[src/rtl/muldiv_pkg.sv]
// rtl/muldiv_pkg.sv - shared types, constants and helpers for the iterative multiply/divide sequencer
package muldiv_pkg;

  localparam int   XLEN    = 32;
  localparam int   STEPS   = 32;
  localparam logic OP_MULT = 1'b0;
  localparam logic OP_DIV  = 1'b1;

  typedef enum logic [1:0] {IDLE, RUN, FIX, DONE} state_t;

  // Magnitude as unsigned; 0x80000000 maps onto itself.
  function automatic logic [31:0] abs32(input logic [31:0] v);
    return v[31] ? (~v + 32'd1) : v;
  endfunction

  function automatic logic [63:0] neg64(input logic [63:0] v);
    return ~v + 64'd1;
  endfunction

endpackage

[src/rtl/muldiv_sequencer.sv]
// rtl/muldiv_sequencer.sv - signed MULT (shift-add) / DIV (restoring), one bit per cycle
// Shares one 65-bit accumulator between both operations; sign fixup happens in FIX.
import muldiv_pkg::*;

module muldiv_sequencer (
  input  logic            clock,
  input  logic            reset,
  input  logic            start,
  input  logic            op,
  input  logic [XLEN-1:0] a_in,
  input  logic [XLEN-1:0] b_in,
  output logic            busy,
  output logic            done,
  output logic            write_hi,
  output logic            write_lo,
  output logic            div_zero,
  output logic [XLEN-1:0] hi,
  output logic [XLEN-1:0] lo
);

  state_t      state, next_state;
  logic        op_q, sign_a, sign_b, dz;
  logic [31:0] mag_a, mag_b;
  logic [4:0]  count;
  logic [64:0] acc;

  logic [32:0] mul_sum;
  logic [64:0] mul_next, div_shift, div_next;
  logic [33:0] div_trial;
  logic [63:0] prod;
  logic [31:0] quot, rem, fix_hi, fix_lo;

  always_ff @(posedge clock or posedge reset) begin
    if (reset) state <= IDLE;
    else       state <= next_state;
  end

  always_comb begin
    next_state = state;
    busy       = (state != IDLE);
    done       = (state == DONE);
    write_hi   = (state == DONE) && !dz;
    write_lo   = (state == DONE) && !dz;
    div_zero   = (state == DONE) && dz;
    case (state)
      IDLE: if (start) next_state = (op == OP_DIV && b_in == 32'd0) ? DONE : RUN;
      RUN:  if (count == 5'(STEPS - 1)) next_state = FIX;
      FIX:  next_state = DONE;
      DONE: next_state = IDLE;
      default: next_state = IDLE;
    endcase
  end

  // MULT: {carry, P_hi, P_lo}; DIV: {R[32:0], Q[31:0]}
  always_comb begin
    mul_sum   = {acc[64], acc[63:32]} + {1'b0, (acc[0] ? mag_a : 32'd0)};
    mul_next  = {1'b0, mul_sum, acc[31:1]};
    div_shift = {acc[63:0], 1'b0};
    div_trial = {1'b0, div_shift[64:32]} - {2'b00, mag_b};
    div_next  = div_trial[33] ? div_shift : {div_trial[32:0], div_shift[31:1], 1'b1};
    prod      = (sign_a ^ sign_b) ? neg64(acc[63:0]) : acc[63:0];
    quot      = (sign_a ^ sign_b) ? (32'd0 - acc[31:0]) : acc[31:0];
    rem       = sign_a ? (32'd0 - acc[63:32]) : acc[63:32];
    fix_hi    = (op_q == OP_DIV) ? rem  : prod[63:32];
    fix_lo    = (op_q == OP_DIV) ? quot : prod[31:0];
  end

  always_ff @(posedge clock or posedge reset) begin
    if (reset) begin
      op_q   <= OP_MULT;
      sign_a <= 1'b0;
      sign_b <= 1'b0;
      dz     <= 1'b0;
      mag_a  <= '0;
      mag_b  <= '0;
      count  <= '0;
      acc    <= '0;
      hi     <= '0;
      lo     <= '0;
    end else begin
      case (state)
        IDLE: if (start) begin
          op_q   <= op;
          sign_a <= a_in[31];
          sign_b <= b_in[31];
          mag_a  <= abs32(a_in);
          mag_b  <= abs32(b_in);
          count  <= '0;
          dz     <= (op == OP_DIV) && (b_in == 32'd0);
          acc    <= {33'd0, (op == OP_DIV) ? abs32(a_in) : abs32(b_in)};
        end
        RUN: begin
          acc   <= (op_q == OP_DIV) ? div_next : mul_next;
          count <= count + 5'd1;
        end
        FIX: begin
          hi <= fix_hi;
          lo <= fix_lo;
        end
        default: ;
      endcase
    end
  end

endmodule

[config.mk]
export PLATFORM = sky130hd
export DESIGN_NAME = muldiv_sequencer
export DESIGN_NICKNAME = d
export VERILOG_FILES = /design/src/rtl/muldiv_pkg.sv /design/src/rtl/muldiv_sequencer.sv
export SDC_FILE = /design/constraint.sdc
export NUM_CORES = 1
export LEC_CHECK = 0
export ABC_AREA = 1
export BUFFER_PORTS_ARGS = -buffer_cell sky130_fd_sc_hd__buf_2
export CORE_AREA = 2 2 175 177
export CTS_BUF_LIST = sky130_fd_sc_hd__clkbuf_8
export DETAILED_ROUTE_END_ITERATION = 8
export DIE_AREA = 0 0 177 179
export HOLD_SLACK_MARGIN = 0.02
export PLACE_DENSITY = 0.83
export SLEW_MARGIN = 20
export SYNTH_ARGS = -nofsm -noshare
export SYNTH_HDL_FRONTEND = slang
export SYNTH_SLANG_ARGS = --single-unit
[constraint.sdc]
create_clock -name clock -period 7.2 [get_ports clock]
set_input_delay 1.08 -clock clock [delete_from_list [all_inputs] [get_ports clock]]
set_output_delay 1.08 -clock clock [all_outputs]
set_load 0.01 [all_outputs]
==> flow_summary.toml, run 1 <==
[sta]
worstMarginPinSlew_ps = 1110
finalHoldViolCount = 0
fmax_ghz = 0.289
layout_min_cycle_time_ps = 3470
rsz0062_at_grt = "false"
setup_viol = 0
relSlewSlack_pct = 25.7
slew_viol_final = 0
fin_tns_setup_ps = 0
skew_ps = 37.4
fin_crit_sh_pct = 48.1

[routing]
wirelength_um = 68000
via_per_inst = 5.91
antenna_left = 0
wl_per_cell_um = 18.6
dr_total_vias = 21600
drt_pre_antenna_iters = 6
first_iter_violations = 3149
drc_errors = 0

[yosys]
yosysWarnings = 0
synth_cell_type_count = 51
async_reset_ff_share_pct = 100
synthTopCellsByArea = "dfrtp_1 27%, nand2_1 21%, inv_1 7.9%"
synth_edf_count = 0
ys_ff_latch = 204
avgSynthCellArea_um2 = 6.00
syn_nets = 3284
synth_ff_type = "dfrtp_1"
yosysSeqAreaShare_pct = 27.1
yosys.area.top_type = "dfrtp_1"
synth_top_area_share_pct = 27.1
syn_area_mm2 = 0.0188
synthCells = 3140

[placed_design]
hpwl_um = 52800
dp.cells = 3584
gp_congestion = 1.04
placed_area_mm2 = 0.0197
portBuffers = 136

[layout]
layout.nets = 3371
n_antenna_cell = 0
drive_gt1_share_pct = 8.57
multi_input_comb_area_mm2 = 0.0118
design_area_mm2 = 0.0205
stdcell_count = 3650
synthToLayoutAreaGrowth_pct = 8.90
seqCellArea_mm2 = 0.00511
fill_cells = 2727

[global_routing]
grt_pass1_vias = 19500
grt_max_degree = 137
overflow = 0
antenna_found_initial = 0
grt_pass1_wl_um = 105000
gr-usage-all-layers_pct = 42.8

[setup_path]
critPathRequiredTime_ps = 7660
crit_type = "flop to flop"
critPathLaunchType = "flop"
end_kind = "flop"
crit_family = "buffers and inverters"
cp.arrival_ps = 3920
path_buf_inv = 4
critPathMaxFanout = 62
worstPathCellList = "inv_1 -> ha_1 -> inv_1 -> o21ai_2 -> buf_4 -> inv_2 -> a21oi_1 -> a21oi_1"
max_stage_delay_ps = 870
worst_path_max_delay_cell = "ha_1"

[floorplanning]
initial_core_util_pct = 62.8
dieArea_mm2 = 0.0317
io_pins = 137
die_width_um = 177
core_mm2 = 0.0300
rows = 64
die_h_um = 179

[clock_network]
clk_latency_ps = 590
cts_buffer_depth = 3
clock_sinks = 204
cts_hold_buf = 0
cts_resized = 0
root_buffer = "clkbuf_8"
cts_htree_levels = 2
clk_pin_slew_ps = 70
cts_setup_buffers = 0
cts_tree = "done"
cts_buffers = 37

[status]
outcome = "completed"

[run]
cap_violations = 0

[power]
max-vdd-ir-drop_mv = 0.433
p_leak_nw = 11.2
power_density_mw_per_mm2 = 514

[worst_hold_path]
hold_path.class = "flop to flop"
-- cell families after synthesis --
| family | synth area share (%) |
|---|---|
| buf+inv | 10.6 |
| simple gates | 40.2 |
| flops | 27.1 |
| compound gates | 12.4 |
| xor+xnor | 4.60 |
| fa+ha+maj | 5.13 |
-- worst min-delay path: cells and delay by family (launching register included) --
family,cells,cell delay [ps]
AND/OR/NAND/NOR,2,100
flip-flops,1,330
-- placed cells by master, fill, tap and decap left out, drive strengths merged --
cell type,synthesis,final
fa,2,2
ha,74,74
nor3b,1,1
o22ai,3,3
a21o,2,2
inv,409,422
clkinvlp,0,1
o21ai,226,226
a22o,2,2
o211ai,14,14
and3,2,2
o21bai,6,6
or2,12,12
bufinv,0,3
a31oi,31,31
a22oi,8,8
o31ai,2,2
a21boi,1,1
nor3,34,34
clkinv,6,10
a21oi,133,133
nor4,3,3
nor2,339,339
nand3b,17,17
and2,4,4
buf,28,151
clkbuf,75,45
xnor2,10,10
nand4,30,30
nand2,1086,1086
dfrtp,204,204
xor2,89,89
nand3,287,287
-- layout make-up --
cell class | instances | share of cell area [%]
multi-input combinational | 2418 | 57.3
sequential | 204 | 24.9
inverter | 415 | 7.63
timing repair buffer | 151 | 3.87
clock buffer | 45 | 3.02
tap | 396 | 2.41
clock inverter | 21 | 0.921
-- power breakdown --
group | switching, mW | internal, mW
sequential | 0.709 | 1.70
clock | 0.547 | 0.683
combinational | 4.75 | 2.17
total | 6.00 | 4.55
-- flip-flops by register name, summed over array words and instances, names as in the netlist --
name and flops:
hi 32, acc 65, mag_b 32, dz 1, sign_a 1, op_q 1, count 5, mag_a 32
state 2, lo 32, sign_b 1
-- final timing paths --
check                      slack [ps]            startpoint  depth (start not counted)                     to
min                               470     hi[4]$_DFFE_PP0P_                          2      hi[4]$_DFFE_PP0P_
min reg2reg                       470     hi[4]$_DFFE_PP0P_                          2      hi[4]$_DFFE_PP0P_
max in group asynchronous        4960                 reset                          3  mag_b[23]$_DFFE_PP0P_
max                              3730  state[1]$_DFFE_PP0P_                          8    acc[26]$_DFFE_PP0P_
min in group asynchronous         620                 reset                          2      hi[5]$_DFFE_PP0P_
max reg2reg                      3730  state[1]$_DFFE_PP0P_                          8    acc[26]$_DFFE_PP0P_
-- routing by layer --
metal  GRT usage, %  wire length [um]  vias up
met4           20.9              3510        0
met3           8.91              8140      214
met1           58.1             27300     9737
met5              0                 0        -
met2           65.0             29000     1453
li1               -                 -    10200
-- cell usage after synthesis (all sizes together), types with 12 or more instances --
cell type,n
a21oi,133
a31oi,31
buf,28
clkbuf,75
dfrtp,204
ha,74
inv,409
nand2,1086
nand3,287
nand3b,17
nand4,30
nor2,339
nor3,34
o211ai,14
o21ai,226
or2,12
xor2,89
-- stage by stage --
| stage | hold slack, ps | power (mW) | util, % | setup WS (ps) |
|---|---|---|---|---|
| 2_1_floorplan | 449 | 7.03 | - | 553 |
| 6_report | 470 | 10.6 | 68.3 | 3730 |
| 5_1_grt | 496 | 11.4 | 68.3 | 3530 |
| 3_5_place_dp | 460 | 9.04 | 65.6 | 3900 |
| 4_1_cts | 478 | 10.3 | 68.3 | 3890 |
| 3_3_place_gp | 457 | 8.87 | 65.6 | 4000 |
(Power assumes the default switching activity.)
==> run 2, diff against run 1 <==
==> constraint.sdc (replaced) <==
create_clock -name clock -period 3.3 [get_ports clock]
set_input_delay 0.495 -clock clock [delete_from_list [all_inputs] [get_ports clock]]
set_output_delay 0.495 -clock clock [all_outputs]
set_load 0.01 [all_outputs]
==> flow_summary.toml, run 2 (synthesis gave the netlist of run 1 again) <==
[status]
outcome = "completed"

[layout]
mostFrequentLayoutCell = "nand2_1"
drive_gt1_share_pct = 9.40
n_antenna_cell = 0
synthToLayoutAreaGrowth_pct = 10.5
largest-register = "acc"
layout.nets = 3401
fill_cells = 2743
largest_register_ffs = 65
layout_common_cells = "1,070 x nand2_1, 405 x inv_1, 329 x nor2_1"

[setup_path]
path_common_cell = "inv_1"
worstPathCellList = "inv_1 -> ha_1 -> inv_1 -> or2_2 -> nand2_1 -> nor2_1 -> clkinv_1 -> o21ai_0 -> nand3_1 -> o21ai_1"
path_buf_inv = 3
max_stage_delay_ps = 560
cp_num_cells = 10
cp.arrival_ps = 3490
crit_type = "flop to flop"
end_kind = "flop"
crit_family = "simple AND/OR/NAND/NOR gates"
worst_path_max_delay_cell = "clkinv_1"
critPathRequiredTime_ps = 3820
critPathLaunchType = "flop"
reg2regPathDepth = 10
critPathMaxFanout = 19

[sta]
fin_ws_ps = 335
finalHoldViolCount = 0
fin_crit_sh_pct = 89.9
layout_min_cycle_time_ps = 2970
worstMarginPinSlew_ps = 1070
fin_tns_setup_ps = 0
relSlewSlack_pct = 28.9
rsz0062_at_grt = "false"
skew_ps = 38.3
setup_viol = 0
fmax_ghz = 0.337
slew_viol_final = 0
holdWs_ps = 30.1

[clock_network]
clk_pin_slew_ps = 60
root_buffer = "clkbuf_8"
cts_hold_buf = 0
clock_sinks = 204
cts_setup_buffers = 0
cts_buffer_depth = 3
cts_resized = 0
cts_htree_levels = 2
clk_latency_ps = 620
cts_buffers = 38
cts_tree = "done"

[floorplanning]
initial_core_util_pct = 62.8
io_pins = 137
die_h_um = 179
dieArea_mm2 = 0.0317
core_mm2 = 0.0300
die_width_um = 177
rows = 64

[power]
p_leak_nw = 11.4
max-vdd-ir-drop_mv = 0.742
power_density_mw_per_mm2 = 1130

[routing]
drc_errors = 0
antenna_left = 0
wl_per_cell_um = 18.9
dr_total_vias = 21800
wirelength_um = 69400
first_iter_violations = 3069
via_per_inst = 5.92
drt_pre_antenna_iters = 7

[global_routing]
overflow = 0
antenna_found_initial = 1
gr-usage-all-layers_pct = 43.6
grt_max_degree = 63
grt_pass1_vias = 19700
grt_pass1_wl_um = 107000

[placed_design]
pre_cts_ws_ps = 483
hpwl_um = 54900
portBuffers = 136
gp_congestion = 1.12

[worst_hold_path]
hold_path.class = "input port to async pin"

[run]
cap_violations = 0
[run 2: cell types whose count changed in the layout (fill, tap and decap cells not counted)]
cell	before	now
buf_4	15	40
buf_12	0	4
clkbuf_8	45	48
inv_6	2	0
clkinv_2	4	5
clkinv_8	0	1
clkinvlp_4	1	2
dfrtp_1	202	203
dfrtp_2	2	1
inv_1	404	405
inv_12	1	0
inv_2	14	13
[run 2: routing by layer]
layer  vias up  routed length [um]  global-route usage [%]
met1      9929               27900                    60.0
met2      1441               29100                    64.9
met4         0                3990                    22.0
met3       194                8360                    9.12
li1      10200                   -                       -
met5         -                   0                       0
[run 2: where the power goes]
part           switching, mW  internal (mW)
Clock                   1.20           1.56
Combinational           11.0           4.93
Sequential              1.16           3.71
Total                   13.4           10.2
[run 2: worst reg2reg max path: cells and delay by family, from the launching register on]
family | cells | cell delay [ps]
AND/OR/NAND/NOR | 4 | 920
buffers and inverters | 3 | 790
AO/OA/AOI/OAI | 2 | 500
flip-flops | 1 | 390
adder cells (fa/ha/maj) | 1 | 260
[run 2: worst paths after layout]
path / startpoint / slack [ps] / endpoint
worst max-delay path: state[0]$_DFFE_PP0P_ / 330 / acc[44]$_DFFE_PP0P_
worst min-delay path: reset / 30 / hi[10]$_DFFE_PP0P_
worst max register to register: state[0]$_DFFE_PP0P_ / 330 / acc[44]$_DFFE_PP0P_
worst min register to register: hi[18]$_DFFE_PP0P_ / 480 / hi[18]$_DFFE_PP0P_
max in group asynchronous: reset / 2460 / mag_a[19]$_DFFE_PP0P_
min in group clock: b_in[12] / 210 / mag_b[12]$_DFFE_PP0P_
[run 2: metrics by stage]
stage                     total power, mW  cell area, um^2  cells  util [%]
after global placement               19.8            20000   3613      66.5
after floorplan                      15.3            18800   3140         -
after detailed placement             20.1            20000   3613      66.5
after CTS                            23.0            20800   3682      69.3
after global routing                 25.3            20800   3682      69.4
final                                23.6            20800   3682      69.4
[run 2: area by class of cell]
class / count / area [um^2] / area share (%)
tap: 396 / 495 / 2.38
sequential: 204 / 5110 / 24.5
inverter: 415 / 1560 / 7.50
timing repair buffer: 180 / 1060 / 5.09
clock inverter: 21 / 186 / 0.895
clock buffer: 48 / 661 / 3.17
multi-input combinational: 2418 / 11800 / 56.4
